==> config.mk <==
export PLATFORM = sky130hd
export DESIGN_NAME = fifo_sclk_ctrl
export DESIGN_NICKNAME = d
export VERILOG_FILES = /design/src/rtl/fifo_sclk_ctrl.sv
export SDC_FILE = /design/constraint.sdc
export NUM_CORES = 1
export LEC_CHECK = 0
export BUFFER_PORTS_ARGS = -buffer_cell sky130_fd_sc_hd__buf_2
export CAP_MARGIN = 25
export CORE_MARGIN = 2
export CORE_UTILIZATION = 35
export DETAILED_ROUTE_END_ITERATION = 10
export SETUP_SLACK_MARGIN = 0.5
export SLEW_MARGIN = 20
export SYNTH_ARGS = -nofsm -noshare
export SYNTH_HDL_FRONTEND = slang
export SYNTH_SLANG_ARGS = --single-unit
==> constraint.sdc <==
create_clock -name clk -period 4.8 [get_ports clk]
set_clock_uncertainty 0.2 [all_clocks]
set_input_delay 0.48 -clock clk [delete_from_list [all_inputs] [get_ports clk]]
set_output_delay 0.48 -clock clk [all_outputs]
set_load 0.005 [all_outputs]
==> src/rtl/fifo_sclk_ctrl.sv <==
// Single-clock FIFO controller with a lifecycle FSM, sticky overflow/underflow
// error, 1-cycle registered read data and count-derived occupancy flags.
module fifo_sclk_ctrl #(
  parameter int unsigned LINE_SIZE    = 12,
  parameter int unsigned BLOCK_SIZE   = 8,
  parameter int unsigned ADDRESS_SIZE = 3,
  parameter int unsigned ALMOST_FULL  = 6,
  parameter int unsigned ALMOST_EMPTY = 2
) (
  input  logic                    clk,
  input  logic                    reset_L,
  input  logic                    init,
  input  logic                    push,
  input  logic [LINE_SIZE-1:0]    data_in,
  input  logic                    pop,
  output logic [LINE_SIZE-1:0]    data_out,
  output logic                    valid_out,
  output logic                    full,
  output logic                    empty,
  output logic                    almost_full,
  output logic                    almost_empty,
  output logic [ADDRESS_SIZE:0]   count,
  output logic                    error
);

  localparam int unsigned AW = ADDRESS_SIZE;
  localparam int unsigned CW = ADDRESS_SIZE + 1;

  typedef enum logic [2:0] {
    ST_RESET,
    ST_INIT,
    ST_IDLE,
    ST_ACTIVE,
    ST_ERROR
  } state_e;

  state_e                state_q, state_d;
  logic [AW-1:0]         wr_ptr_q, wr_ptr_d;
  logic [AW-1:0]         rd_ptr_q, rd_ptr_d;
  logic [CW-1:0]         count_q, count_d;
  logic                  error_q, error_d;
  logic                  valid_q, valid_d;
  logic [LINE_SIZE-1:0]  dout_q, dout_d;
  logic [LINE_SIZE-1:0]  mem_q [BLOCK_SIZE];

  logic live;
  logic is_full, is_empty;
  logic push_acc, pop_acc, ovf, unf, wr_en;

  assign is_full  = (count_q == CW'(BLOCK_SIZE));
  assign is_empty = (count_q == CW'(0));

  // Transfer qualification: pops need stored data, a push into a full FIFO
  // is only legal when a pop frees a slot in the same cycle.
  assign live     = (state_q == ST_IDLE) || (state_q == ST_ACTIVE);
  assign pop_acc  = !init && (state_q == ST_ACTIVE) && pop && !is_empty;
  assign unf      = !init && live && pop && is_empty;
  assign push_acc = !init && live && push && (!is_full || pop_acc);
  assign ovf      = !init && live && push && is_full && !pop_acc;

  always_ff @(posedge clk or negedge reset_L) begin
    if (!reset_L) begin
      state_q <= ST_RESET;
    end else begin
      state_q <= state_d;
    end
  end

  always_comb begin
    state_d  = state_q;
    wr_ptr_d = wr_ptr_q;
    rd_ptr_d = rd_ptr_q;
    count_d  = count_q;
    error_d  = error_q;
    valid_d  = 1'b0;
    dout_d   = dout_q;
    wr_en    = 1'b0;

    if (init) begin
      state_d  = ST_INIT;
      wr_ptr_d = '0;
      rd_ptr_d = '0;
      count_d  = '0;
      error_d  = 1'b0;
    end else begin
      if (push_acc) begin
        wr_en    = 1'b1;
        wr_ptr_d = wr_ptr_q + AW'(1);
      end
      if (pop_acc) begin
        rd_ptr_d = rd_ptr_q + AW'(1);
        valid_d  = 1'b1;
        dout_d   = mem_q[rd_ptr_q];
      end
      case ({push_acc, pop_acc})
        2'b10:   count_d = count_q + CW'(1);
        2'b01:   count_d = count_q - CW'(1);
        default: count_d = count_q;
      endcase
      if (ovf || unf) begin
        error_d = 1'b1;
      end

      case (state_q)
        ST_RESET: state_d = ST_INIT;
        ST_INIT:  state_d = ST_IDLE;
        ST_IDLE: begin
          if (ovf || unf)    state_d = ST_ERROR;
          else if (push_acc) state_d = ST_ACTIVE;
        end
        ST_ACTIVE: begin
          if (ovf || unf)              state_d = ST_ERROR;
          else if (count_d == CW'(0))  state_d = ST_IDLE;
        end
        ST_ERROR: state_d = ST_ERROR;
        default:  state_d = ST_RESET;
      endcase
    end
  end

  always_ff @(posedge clk or negedge reset_L) begin
    if (!reset_L) begin
      wr_ptr_q <= '0;
      rd_ptr_q <= '0;
      count_q  <= '0;
      error_q  <= 1'b0;
      valid_q  <= 1'b0;
      dout_q   <= '0;
    end else begin
      wr_ptr_q <= wr_ptr_d;
      rd_ptr_q <= rd_ptr_d;
      count_q  <= count_d;
      error_q  <= error_d;
      valid_q  <= valid_d;
      dout_q   <= dout_d;
    end
  end

  // Storage needs no reset; contents are only observable after a write.
  always_ff @(posedge clk) begin
    if (wr_en) begin
      mem_q[wr_ptr_q] <= data_in;
    end
  end

  assign data_out     = dout_q;
  assign valid_out    = valid_q;
  assign count        = count_q;
  assign error        = error_q;
  assign full         = is_full;
  assign empty        = is_empty;
  assign almost_full  = (count_q >= CW'(ALMOST_FULL));
  assign almost_empty = (count_q <= CW'(ALMOST_EMPTY));

endmodule

=== Word level (Yosys, flattened, before mapping) ===
Memory sizes are Yosys's and may differ from the RTL's. A register that Yosys moved wholly into a read port is not among the register bits.
Index checks and enable logic that the tools add are counted.

* Muxes and demuxes: 21
* Reduce and logical (&&, ||, !) cells: 26
* $lt $le $gt $ge: 2
* Bitwise gates (word level): 1
* Eq/ne operators: 9
* Add/sub/neg operators: 4

{| class="wikitable"
|+ Operator list
! operator !! count
|-
| 3-bit 2-to-1 mux || 9
|-
| 3-bit case mux with 5 select lines || 1
|-
| 1-bit logical AND || 10
|-
| 4-bit zero test || 2
|-
| 1-bit 2-to-1 mux || 8
|-
| 4-bit 2-to-1 mux || 2
|-
| 4-bit case mux with 2 select lines || 1
|-
| 3-bit by 1-bit adder with 3-bit output, second input constant || 2
|-
| 3-bit by 2-bit equality test with 1-bit output, second input constant || 2
|-
| 2-bit nonzero test || 3
|-
| 1-bit zero test || 5
|-
| 4-bit by 1-bit adder with 4-bit output, second input constant || 1
|-
| 4-bit equality test, second input constant || 1
|-
| 4-bit by 3-bit greater-or-equal comparator with 1-bit output, second input constant || 1
|-
| 4-bit by 2-bit <= comparator with 1-bit output, second input constant || 1
|-
| 4-bit by 2-bit inequality test with 1-bit output, second input constant || 1
|-
| 4-bit by 3-bit inequality test with 1-bit output, second input constant || 1
|-
| 2-bit AND reduction || 2
|-
| 4-bit by 1-bit subtractor with 4-bit output, second input constant || 1
|-
| 3-bit by 1-bit equality test with 1-bit output, second input constant || 1
|-
| 3-bit equality test, second input constant || 1
|-
| 3-bit zero test || 1
|-
| 1-bit logical OR || 3
|-
| 2-bit by 1-bit equality test with 1-bit output, second input constant || 1
|-
| other kinds (2) || 2
|}

* Memories: 1
* Output and inout bits: 22
* Memory bits (writable): 96
* Register bits after elaboration: 15

{| class="wikitable"
|+ Memories
! name !! depth !! bits a word !! read ports !! clocked after memory_dff !! wr ports !! line !! RTL
|-
| mem_q || 8 || 12 || 1 || 1 || 1 || 44 || <nowiki>logic [LINE_SIZE-1:0] mem_q [BLOCK_SIZE];</nowiki>
|}

=== Logic depth before layout (Yosys ltp) ===
Gate-level depths: netlist of the first run.

* Depth in word-level cells: 14
* Depth in mapped cells: 13
* Depth with buffers taken out: 11

=== Worst setup path before layout of the first run ===
No wires, ideal clock.

* Kind: in2reg
* Start point: in init
* End point: mem mem_q[0][0] (enable)
* Setup time: 412 ps
* Path slack: 1,592 ps
* Stages: 4
* Data arrival time: 2,596 ps
* Data required time: 4,188 ps
* Cells stage by stage: or3b_4 a311oi_4 inv_2 nor4_1

* Word-level cells in the longest chain between the ends: 10
* Elaborated cells between the ends (all ways): 12
* Classes of those cells: 4 x mux; 8 x reduce/logical

{| class="wikitable"
|+ RTL lines
! element !! line !! RTL
|-
| start, declared || 12 || <nowiki>input logic init,</nowiki>
|-
| 1-bit zero test || 56, 58 ||
|-
| 1-bit logical AND (3 in series) || 56 || <nowiki>assign pop_acc = !init && (state_q == ST_ACTIVE) && pop && !is_empty;</nowiki>
|-
| 1-bit logical OR || 58 || <nowiki>assign push_acc = !init && live && push && (!is_full || pop_acc);</nowiki>
|-
| 1-bit logical AND || 58 ||
|-
| 1-bit 2-to-1 mux || 86 || <nowiki>if (push_acc) begin</nowiki>
|-
| 1-bit 2-to-1 mux * || 79 || <nowiki>if (init) begin</nowiki>
|-
| 1-bit 2-to-1 mux * || 141 || <nowiki>if (wr_en) begin</nowiki>
|-
| 1-bit 2-to-1 mux (implied by the code) * || 142 || <nowiki>mem_q[wr_ptr_q] <= data_in;</nowiki>
|-
| end, declared || 44 ||
|}

Every way passes the cells marked *; elsewhere a longest branch is shown, timed or not.

=== Final worst setup path of the first run ===
* Start point: reg count_q[0] (netlist: count[0])
* End point: reg state_q[0]

* Word-level cells in the longest chain between the ends: 11
* Elaborated cells between the ends (all ways): 26
* Classes of those cells: 2 x add/sub; 5 x eq/ne; 6 x mux; 13 x reduce/logical

{| class="wikitable"
|+ RTL lines
! element !! line !! RTL
|-
| start, declared || 40 || <nowiki>logic [CW-1:0] count_q, count_d;</nowiki>
|-
| start signal, assigned || 132 || <nowiki>count_q <= count_d;</nowiki>
|-
| 4-bit zero test || 51 || <nowiki>assign is_empty = (count_q == CW'(0));</nowiki>
|-
| 1-bit zero test || 56 ||
|-
| 1-bit logical AND || 56 ||
|-
| 1-bit logical OR || 58 ||
|-
| 1-bit logical AND || 58 ||
|-
| 2-bit by 1-bit equality test with 1-bit output or 2-bit equality test (tied branches) || 95 || <nowiki>case ({push_acc, pop_acc})</nowiki>
|-
| 4-bit case mux with 2 select lines || 95 ||
|-
| 4-bit 2-to-1 mux || 79 ||
|-
| 4-bit zero test || 113 || <nowiki>else if (count_d == CW'(0)) state_d = ST_IDLE;</nowiki>
|-
| 4-bit by 2-bit inequality test with 1-bit output (no source line) || n/a ||
|-
| 2-bit AND reduction (no source line) || n/a ||
|-
| end signal, assigned || 65 || <nowiki>state_q <= state_d;</nowiki>
|-
| end, declared || 37 || <nowiki>state_e state_q, state_d;</nowiki>
|}

Parallel ways exist; a longest one is shown, timed or not. The select of a mux whose other input is x is not followed.
A chain may end at the register's enable or synchronous reset.

==> impl_metrics.ini, run 1 <==
[outcome]
status = finished clean

[routing]
drc = 0
met1_length_um = 4190
top_layer = met4
vias = 2645
final_antenna_net_count = 0
drtIter0Drc = 172
wl_per_cell_um = 17.8
met3_wirelength_um = 504
viasPerCell = 4.98
dr.pass1.iters = 5
routed_wl_um = 9450
wl_met2_um = 4660

[grt]
grt_antenna_before_repair = 0
grt_pass1_wl_um = 15000
overflow = 0
grt_pass1_vias = 2718
grt_usage_pct = 13.9
grt_max_degree = 30

[synthesis]
ys_async_sr_fraction_pct = 22.0
synth_top_cell_by_area = edfxtp_1
yosysSeqAreaShare_pct = 71.4
syn_area_per_cell_um2 = 17.4
synth_cell_types = 36
synth_cells = 287
synth_area_leaders = edfxtp_1 58%, dfrtp_1 14%, mux4_2 11%, mux2i_1 2.8%, nor2_1 2.2%
ys_ff_latch = 123
ys.flop_type = edfxtp_1
synth_most_common_cell = edfxtp_1
synth_edf_count = 96
synth_area_um2 = 4980
synth.top_cells.by_count = 96 x edfxtp_1, 29 x nor2_1, 27 x dfrtp_1, 24 x mux4_2, 18 x a21oi_1
postSynthNetCount = 309
netlist.area_leader.share_pct = 57.8
ys_warn_count = 0

[placed_design]
port_buffers = 38
place_hpwl_um = 5590
dpl_cell_area_um2 = 5420
place_congestion = 0.751

[run]
cap_violations = 0

[pwr]
totalPowerFinal_mw = 2.67
power_leakage_nw = 2.17
pwr-share-clk_pct = 45.8
ir_worst_vdd_v = 0.000336
p_per_area_nw_per_um2 = 444
seq_power_share_pct = 46.9
switching_power_uw = 607
p_comb_share_pct = 7.3
swShare_pct = 22.8
p_int_mw = 2.06

[cts]
ctsHoldBuffers = 1
numCtsBuffers = 17
clockRootBuffer = clkbuf_16
clock_path_buffers = 2
cts_tree = yes
clk_pin_slew_worst_paths_ns = 0.06
clock_latency_ns = 0.41
clkSinkCount = 123
post_cts_buffers = 0
cts-htree-levels = 4
post_cts_resize_count = 0

[min_path]
hp-class = in -> reg
worstHoldEndpoint = mem_q[1][9]
hold_depth = 1
hp-start = data_in[9]

[timing]
setup_viol = 0
rsz0062_at_grt = false
hold_viol = 0
fmax_mhz = 323
slew_headroom_pct = 41.7
worstMarginPinSlew_ns = 0.874
finalMaxSlewViolations = 0
fin_crit_ns = 3.10
fin_crit_sh_pct = 64.5
fin_hold_ws_ns = 0.145
setup-tns-final_ns = 0

[floorplanning]
core-area_um2 = 13900
dieWidth_um = 123
io_pins = 39
die_area_um2 = 15200
rows = 43
initial_core_util_pct = 35.9
die_height_um = 123

[setup_path]
worstSetupEndpointType = flop
r2r_start = count[0]
critPathTopFamily = simple AND/OR/NAND/NOR gates
cp.required_ns = 4.88
path_class = reg -> reg
crit_buf_inv = 1
path_cells = nor4_2 -> nor3_4 -> buf_4 -> ha_1 -> xor2_1 -> ha_1 -> a21oi_1 -> xor2_1 -> nor2_1 -> xnor2_1 -> a31oi_1
path_max_fanout = 29
cpMaxStageDelayCell = nor4_2
worst-r2r-cell-count = 11
setup.worst_path.start_class = flop
arrival_ns = 3.17
cpPeakStageDelay_ns = 0.58
r2r-end = state_q[0]
reg2reg_slack_ns = 1.70

[finish]
postLayoutCellArea_um2 = 6000
fillers = 1235
layout-drive-gt1-share_pct = 32.2
multiInputGateArea_um2 = 1350
regArea_um2 = 3560
nets = 361
num_antenna_cells = 0
area_delta_synth_final_pct = 20.5
## per-layer routing
| metal | GRT usage [%] | vias to the layer above |
|---|---|---|
| met1 | 18.2 | 1355 |
| met2 | 21.9 | 69 |
| met5 | 0 | - |
| met3 | 4.66 | 9 |
| met4 | 4.47 | 0 |
| li1 | - | 1212 |
## placed cells by master (no fill, tap or decap), types with 3 or more instances in the layout
| cell | Yosys | routed |
|---|---|---|
| nor3_2 | 0 | 4 |
| inv_1 | 3 | 3 |
| mux2i_1 | 14 | 14 |
| nand3_1 | 3 | 3 |
| xor2_1 | 6 | 6 |
| buf_2 | 6 | 38 |
| a21oi_1 | 18 | 18 |
| clkbuf_16 | 0 | 17 |
| mux4_2 | 24 | 24 |
| inv_6 | 0 | 4 |
| buf_4 | 1 | 11 |
| edfxtp_1 | 96 | 96 |
| nand2_1 | 11 | 11 |
| nor2_1 | 29 | 29 |
| ha_1 | 5 | 5 |
| nand2b_1 | 3 | 3 |
| dfrtp_1 | 27 | 27 |
| xnor2_1 | 4 | 4 |
## flip-flops by register name, summed over array words and instances, names as in the netlist
name	flops
valid_out	1
rd_ptr_q	3
state_q	3
count	4
data_out	12
wr_ptr_q	3
mem_q	96
error	1
## cells by family after synthesis
| kind of cell | Yosys count | share of synthesized area [%] |
|---|---|---|
| simple gates | 61 | 6.15 |
| buf+inv | 21 | 1.98 |
| mux | 38 | 13.7 |
| flops | 123 | 71.4 |
| fa+ha+maj | 5 | 1.26 |
| compound gates | 29 | 3.79 |
| xor+xnor | 10 | 1.76 |
## power groups by stage
stage / registers, mW / logic, mW / clock network [mW]
floorplan: 1.26 / 0.108 / 0
global placement: 1.27 / 0.190 / 0
detailed placement: 1.27 / 0.197 / 0
CTS: 1.25 / 0.198 / 1.25
global route: 1.26 / 0.226 / 1.30
finish: 1.25 / 0.194 / 1.22
## worst max path at each step
stage | cells past startpoint | slack, ns | from | to
CTS | 11 | 1.68 | count[0] | state_q[0]
floorplan | 4 | 1.59 | init | mem_q[0][0]
global route | 11 | 1.42 | count[0] | state_q[0]
global placement | 12 | 1.50 | init | state_q[0]
detailed placement | 12 | 1.43 | init | state_q[0]
finish | 11 | 1.70 | count[0] | state_q[0]
## layout make-up
class                      count  area share (%)
multi-input combinational    143            22.5
tap                          180            3.75
clock inverter                13            2.35
clock buffer                  18            7.15
sequential                   123            59.3
timing repair buffer          50            4.71
inverter                       4           0.250
## through the flow
| stage | util [%] | worst slack [ns] | instances |
|---|---|---|---|
| floorplan | - | 1.59 | 287 |
| global placement | 39.1 | 1.50 | 499 |
| detailed placement | 39.1 | 1.43 | 499 |
| CTS | 43.3 | 1.68 | 531 |
| global route | 43.3 | 1.42 | 531 |
| finish | 43.3 | 1.70 | 531 |
## worst register-to-register path, cell delays in order, from the launching register on
cell	delay, ns
dfrtp_1	0.51
nor4_2	0.58
nor3_4	0.08
buf_4	0.26
ha_1	0.32
xor2_1	0.17
ha_1	0.20
a21oi_1	0.15
xor2_1	0.16
nor2_1	0.06
xnor2_1	0.17
a31oi_1	0.10
Note: power is estimated with default switching activity, not from simulation.
==> run 2, diff against run 1 <==
==> constraint.sdc (replaced) <==
create_clock -name clk -period 2.7 [get_ports clk]
set_clock_uncertainty 0.2 [all_clocks]
set_input_delay 0.27 -clock clk [delete_from_list [all_inputs] [get_ports clk]]
set_output_delay 0.27 -clock clk [all_outputs]
set_load 0.005 [all_outputs]
==> run 2 against run 1 <==
Worst setup slack got worse by 1.5 ns. Clock power rose by 74%. Critical path type unchanged. Largest cell class unchanged. Die area did not move. Maximum frequency rose by 22%. Largest power group unchanged.
==> impl_metrics.ini, run 2 (synthesis gave the netlist of run 1 again) <==
[outcome]
status = finished clean

[setup_path]
path_max_fanout = 2
r2r-end = state_q[0]
r2r_start = state_q[2]
cp.required_ns = 2.78
path_class = reg -> reg
worstSetupEndpointType = flop
reg2reg_slack_ns = 0.17
setup.worst_path.start_class = flop
arrival_ns = 2.60
worst-r2r-cell-count = 11

[floorplanning]
dieWidth_um = 123
io_pins = 39
core-area_um2 = 13900
die_area_um2 = 15200
initial_core_util_pct = 35.9
rows = 43
die_height_um = 123

[placed_design]
place_inst = 512
place_congestion = 0.760
port_buffers = 38
place_hpwl_um = 5960

[cts]
cts-htree-levels = 4
numCtsBuffers = 17
clkSinkCount = 123
cts_tree = yes
clock_latency_ns = 0.41
clockRootBuffer = clkbuf_16
clock_path_buffers = 2
clk_pin_slew_worst_paths_ns = 0.06

[timing]
worstMarginPinSlew_ns = 0.705
finalMaxSlewViolations = 0
setup_viol = 0
hold_viol = 0
setup-tns-final_ns = 0
rsz0062_at_grt = true
fin_crit_sh_pct = 93.6
fin_crit_ns = 2.53
fin_hold_ws_ns = 0.0531
fmax_mhz = 396
slew_headroom_pct = 53.0

[routing]
wl_per_cell_um = 18.1
viasPerCell = 4.90
vias = 2802
final_antenna_net_count = 0
drc = 0
drtIter0Drc = 205
routed_wl_um = 10400
dr.pass1.iters = 7

[pwr]
p_per_area_nw_per_um2 = 720
power_leakage_nw = 2.39
ir_worst_vdd_v = 0.000465
totalPowerFinal_mw = 4.73

[grt]
grt_pass1_wl_um = 16400
grt_pass1_vias = 2879
grt_usage_pct = 15.2
grt_antenna_before_repair = 0
overflow = 0
grt_max_degree = 28

[finish]
area_delta_synth_final_pct = 31.9
nets = 401
layout_common_cells = 96 x edfxtp_1, 38 x buf_2, 27 x dfrtp_1, 26 x nor2_1, 24 x mux4_2
largest_reg_flops = 96
layout_commonest_cell = edfxtp_1
fin_cells = 572
layout-drive-gt1-share_pct = 38.3
top_register = mem_q
num_antenna_cells = 0

[min_path]
hold_depth = 3
hp-start = init
hp-class = in -> reg
worstHoldEndpoint = state_q[2]

[run]
cap_violations = 0
run 2: changes by cell type in the layout (fill, tap and decap cells not counted), sizes merged:
cell         change
inv              -1
clkbuf           +2
clkinv           +2
buf             +27
dlygate4sd3     +12
bufinv           -1
run 2: power by group:
part           switching, mW  internal [mW]
Clock                  0.824           1.29
Sequential            0.0600           2.14
Combinational          0.209          0.202
Total                   1.09           3.64
run 2: per-layer routing:
metal / GRT usage, % / routed length, um
met1: 20.8 / 4690
met5: 0 / 0
met3: 4.34 / 432
met4: 4.40 / 85
met2: 23.8 / 5170
run 2: worst max-delay path by stage:
stage | startpoint | to | cells past startpoint
6_report | state_q[2] | state_q[0] | 11
2_1_floorplan | state_q[2] | mem_q[1][0] | 4
3_3_place_gp | state_q[2] | state_q[0] | 11
3_5_place_dp | state_q[2] | state_q[0] | 11
4_1_cts | state_q[2] | state_q[0] | 11
5_1_grt | state_q[2] | state_q[0] | 11
run 2: stage by stage:
stage	setup WS, ns	utilization (%)	instance area [um^2]
finish	0.172	47.3	6570
global route	0.0164	47.3	6570
CTS	0.118	47.1	6530
detailed placement	0.0864	40.5	5630
global placement	0.134	40.5	5630
floorplan	-0.103	-	5080
run 2: layout make-up:
| cell class | instances | area, um^2 |
|---|---|---|
| multi-input cells | 143 | 1460 |
| fillers | 1202 | 7310 |
| flip-flops and latches | 123 | 3560 |
| clock buffers | 19 | 443 |
| well taps | 180 | 225 |
| repair buffers | 90 | 758 |
| inverters | 4 | 15.0 |
| clock inverters | 13 | 116 |
run 2: critical path, cell delays in order, from the launching register on:
cell      delay (ns)
dfrtp_1         0.37
or3b_4          0.40
a311oi_4        0.25
inv_2           0.09
ha_4            0.17
xor2_1          0.14
ha_2            0.17
a21oi_2         0.11
xor2_1          0.14
nor2_1          0.06
xnor2_1         0.19
a31oi_1         0.10
run 2: repair_timing:
| action | 4_1_cts | 5_1_grt |
|---|---|---|
| hold buffers | 13 | 0 |
| cloned | 5 | 0 |
| buffers inserted | 7 | 3 |
| endpoints found under the setup margin | 101 | 101 |
| pin swaps | 11 | 8 |
| gates resized for setup | 23 | 3 |
| endpoints found under the hold margin | 123 | 0 |
==> run 3, diff against run 2 <==
==> constraint.sdc (replaced) <==
create_clock -name clk -period 3.05 [get_ports clk]
set_clock_uncertainty 0.2 [all_clocks]
set_input_delay 0.305 -clock clk [delete_from_list [all_inputs] [get_ports clk]]
set_output_delay 0.305 -clock clk [all_outputs]
set_load 0.005 [all_outputs]
==> run 3 against run 2 <==
Worst setup slack improved by 0.25 ns. Core utilization decreased by 2.0 points. Critical path depth unchanged. Sequential power decreased by 11%. Sequential cell count unchanged. Cell count decreased by 2.8%. Clock power decreased by 5%. Non-clock buffer count decreased by 16. First-iteration DRC count decreased by 40%. Register-to-register slack improved by 0.25 ns. Cell area decreased by 4.2%. Critical path type unchanged.
==> impl_metrics.ini, run 3 (synthesis gave the netlist of run 1 again) <==
[placed_design]
pre_cts_slack_ns = 0.249
place_hpwl_um = 5630
place_congestion = 0.734
port_buffers = 38

[routing]
vias = 2743
final_antenna_net_count = 0
drc = 0
dr.pass1.iters = 5
routed_wl_um = 9890
viasPerCell = 4.93
drtIter0Drc = 124
wl_per_cell_um = 17.8

[floorplanning]
core-area_um2 = 13900
rows = 43
die_height_um = 123
io_pins = 39
dieWidth_um = 123
initial_core_util_pct = 35.9
die_area_um2 = 15200

[pwr]
ir_worst_vdd_v = 0.000687
p_per_area_nw_per_um2 = 686
power_leakage_nw = 2.29

[outcome]
status = finished clean

[timing]
fmax_mhz = 380
slew_headroom_pct = 38.1
worstMarginPinSlew_ns = 0.929
fin_crit_ns = 2.63
fin_hold_ws_ns = 0.105
fin_crit_sh_pct = 86.2
rsz0062_at_grt = true
fin_ws_ns = 0.421
hold_viol = 0
setup_viol = 0
finalMaxSlewViolations = 0
setup-tns-final_ns = 0

[setup_path]
path_max_fanout = 3
worstSetupEndpointType = flop
arrival_ns = 2.71
cp.required_ns = 3.13
setup.worst_path.start_class = flop
path_class = reg -> reg

[grt]
grt_pass1_vias = 2788
grt_usage_pct = 13.8
overflow = 0
grt_antenna_before_repair = 0
grt_max_degree = 28
grt_pass1_wl_um = 14900

[cts]
clock_path_buffers = 2
cts_tree = yes
clkSinkCount = 123
numCtsBuffers = 17
cts-htree-levels = 4
clk_pin_slew_worst_paths_ns = 0.05
clockRootBuffer = clkbuf_16
clock_latency_ns = 0.41

[finish]
layout_commonest_cell = edfxtp_1
fillers = 1232
largest_reg_flops = 96
regArea_um2 = 3560
num_antenna_cells = 0
area_delta_synth_final_pct = 26.3
layout_common_cells = 96 x edfxtp_1, 38 x buf_2, 29 x nor2_1, 25 x dfrtp_1, 24 x mux4_2
nets = 385
multiInputGateArea_um2 = 1390
layout-drive-gt1-share_pct = 35.1
top_register = mem_q

[run]
cap_violations = 0

[min_path]
hp-class = in -> reg
run 3: layout make-up:
class | instances | share of cell area, %
clock buffer | 18 | 6.82
clock inverter | 14 | 2.66
inverter | 4 | 0.239
multi-input combinational | 143 | 22.1
sequential | 123 | 56.6
tap | 180 | 3.58
timing repair buffer | 74 | 8.01
run 3: through the flow:
| step | util, % | instances | total power, mW | instance area (um^2) |
|---|---|---|---|---|
| 3_3_place_gp | 39.5 | 503 | 2.30 | 5480 |
| 5_1_grt | 45.3 | 556 | 4.49 | 6290 |
| 4_1_cts | 45.0 | 553 | 4.35 | 6250 |
| 6_report | 45.3 | 556 | 4.32 | 6290 |
| 3_5_place_dp | 39.5 | 503 | 2.30 | 5480 |
| 2_1_floorplan | - | 287 | 2.16 | 5040 |
run 3: power by group:
part | total (mW) | internal (mW) | switching [mW]
Sequential | 1.96 | 1.90 | 0.0598
Combinational | 0.345 | 0.168 | 0.177
Clock | 2.01 | 1.29 | 0.726
Total | 4.32 | 3.35 | 0.963
run 3: worst paths after layout:
kind,from,to,slack (ns),depth (start not counted)
min in group asynchronous,reset_L,data_out[10],0.29,2
worst min-delay path,init,count[2],0.11,3
worst max register to register,state_q[2],state_q[0],0.42,11
worst min register to register,error,error,0.31,2
worst max-delay path,state_q[2],state_q[0],0.42,11
max in group asynchronous,reset_L,count[1],1.86,2
run 3: worst max-delay path, cell delays in order (launching register included):
cell and delay [ns]:
dfrtp_1 0.39, or3b_4 0.42, buf_4 0.16, nor3_4 0.21
ha_4 0.19, xor2_1 0.15, ha_2 0.19, a21oi_2 0.04
xor2_1 0.17, nor2_1 0.12, xnor2_1 0.15, a31oi_1 0.10
run 3: per-layer routing:
| metal | global-route usage (%) | share of wire (%) |
|---|---|---|
| met1 | 16.7 | 43 |
| met2 | 23.1 | 51 |
| met3 | 4.34 | 4.6 |
| met4 | 5.26 | 1.3 |
| met5 | 0 | 0 |
run 3: what timing repair did:
action                                 CTS  global route
buffers inserted                         5             3
hold buffers                            13             0
endpoints found under the hold margin  123             0
pin swaps                                2             4
setup endpoints to repair                3             3
gates resized for setup                  3             4
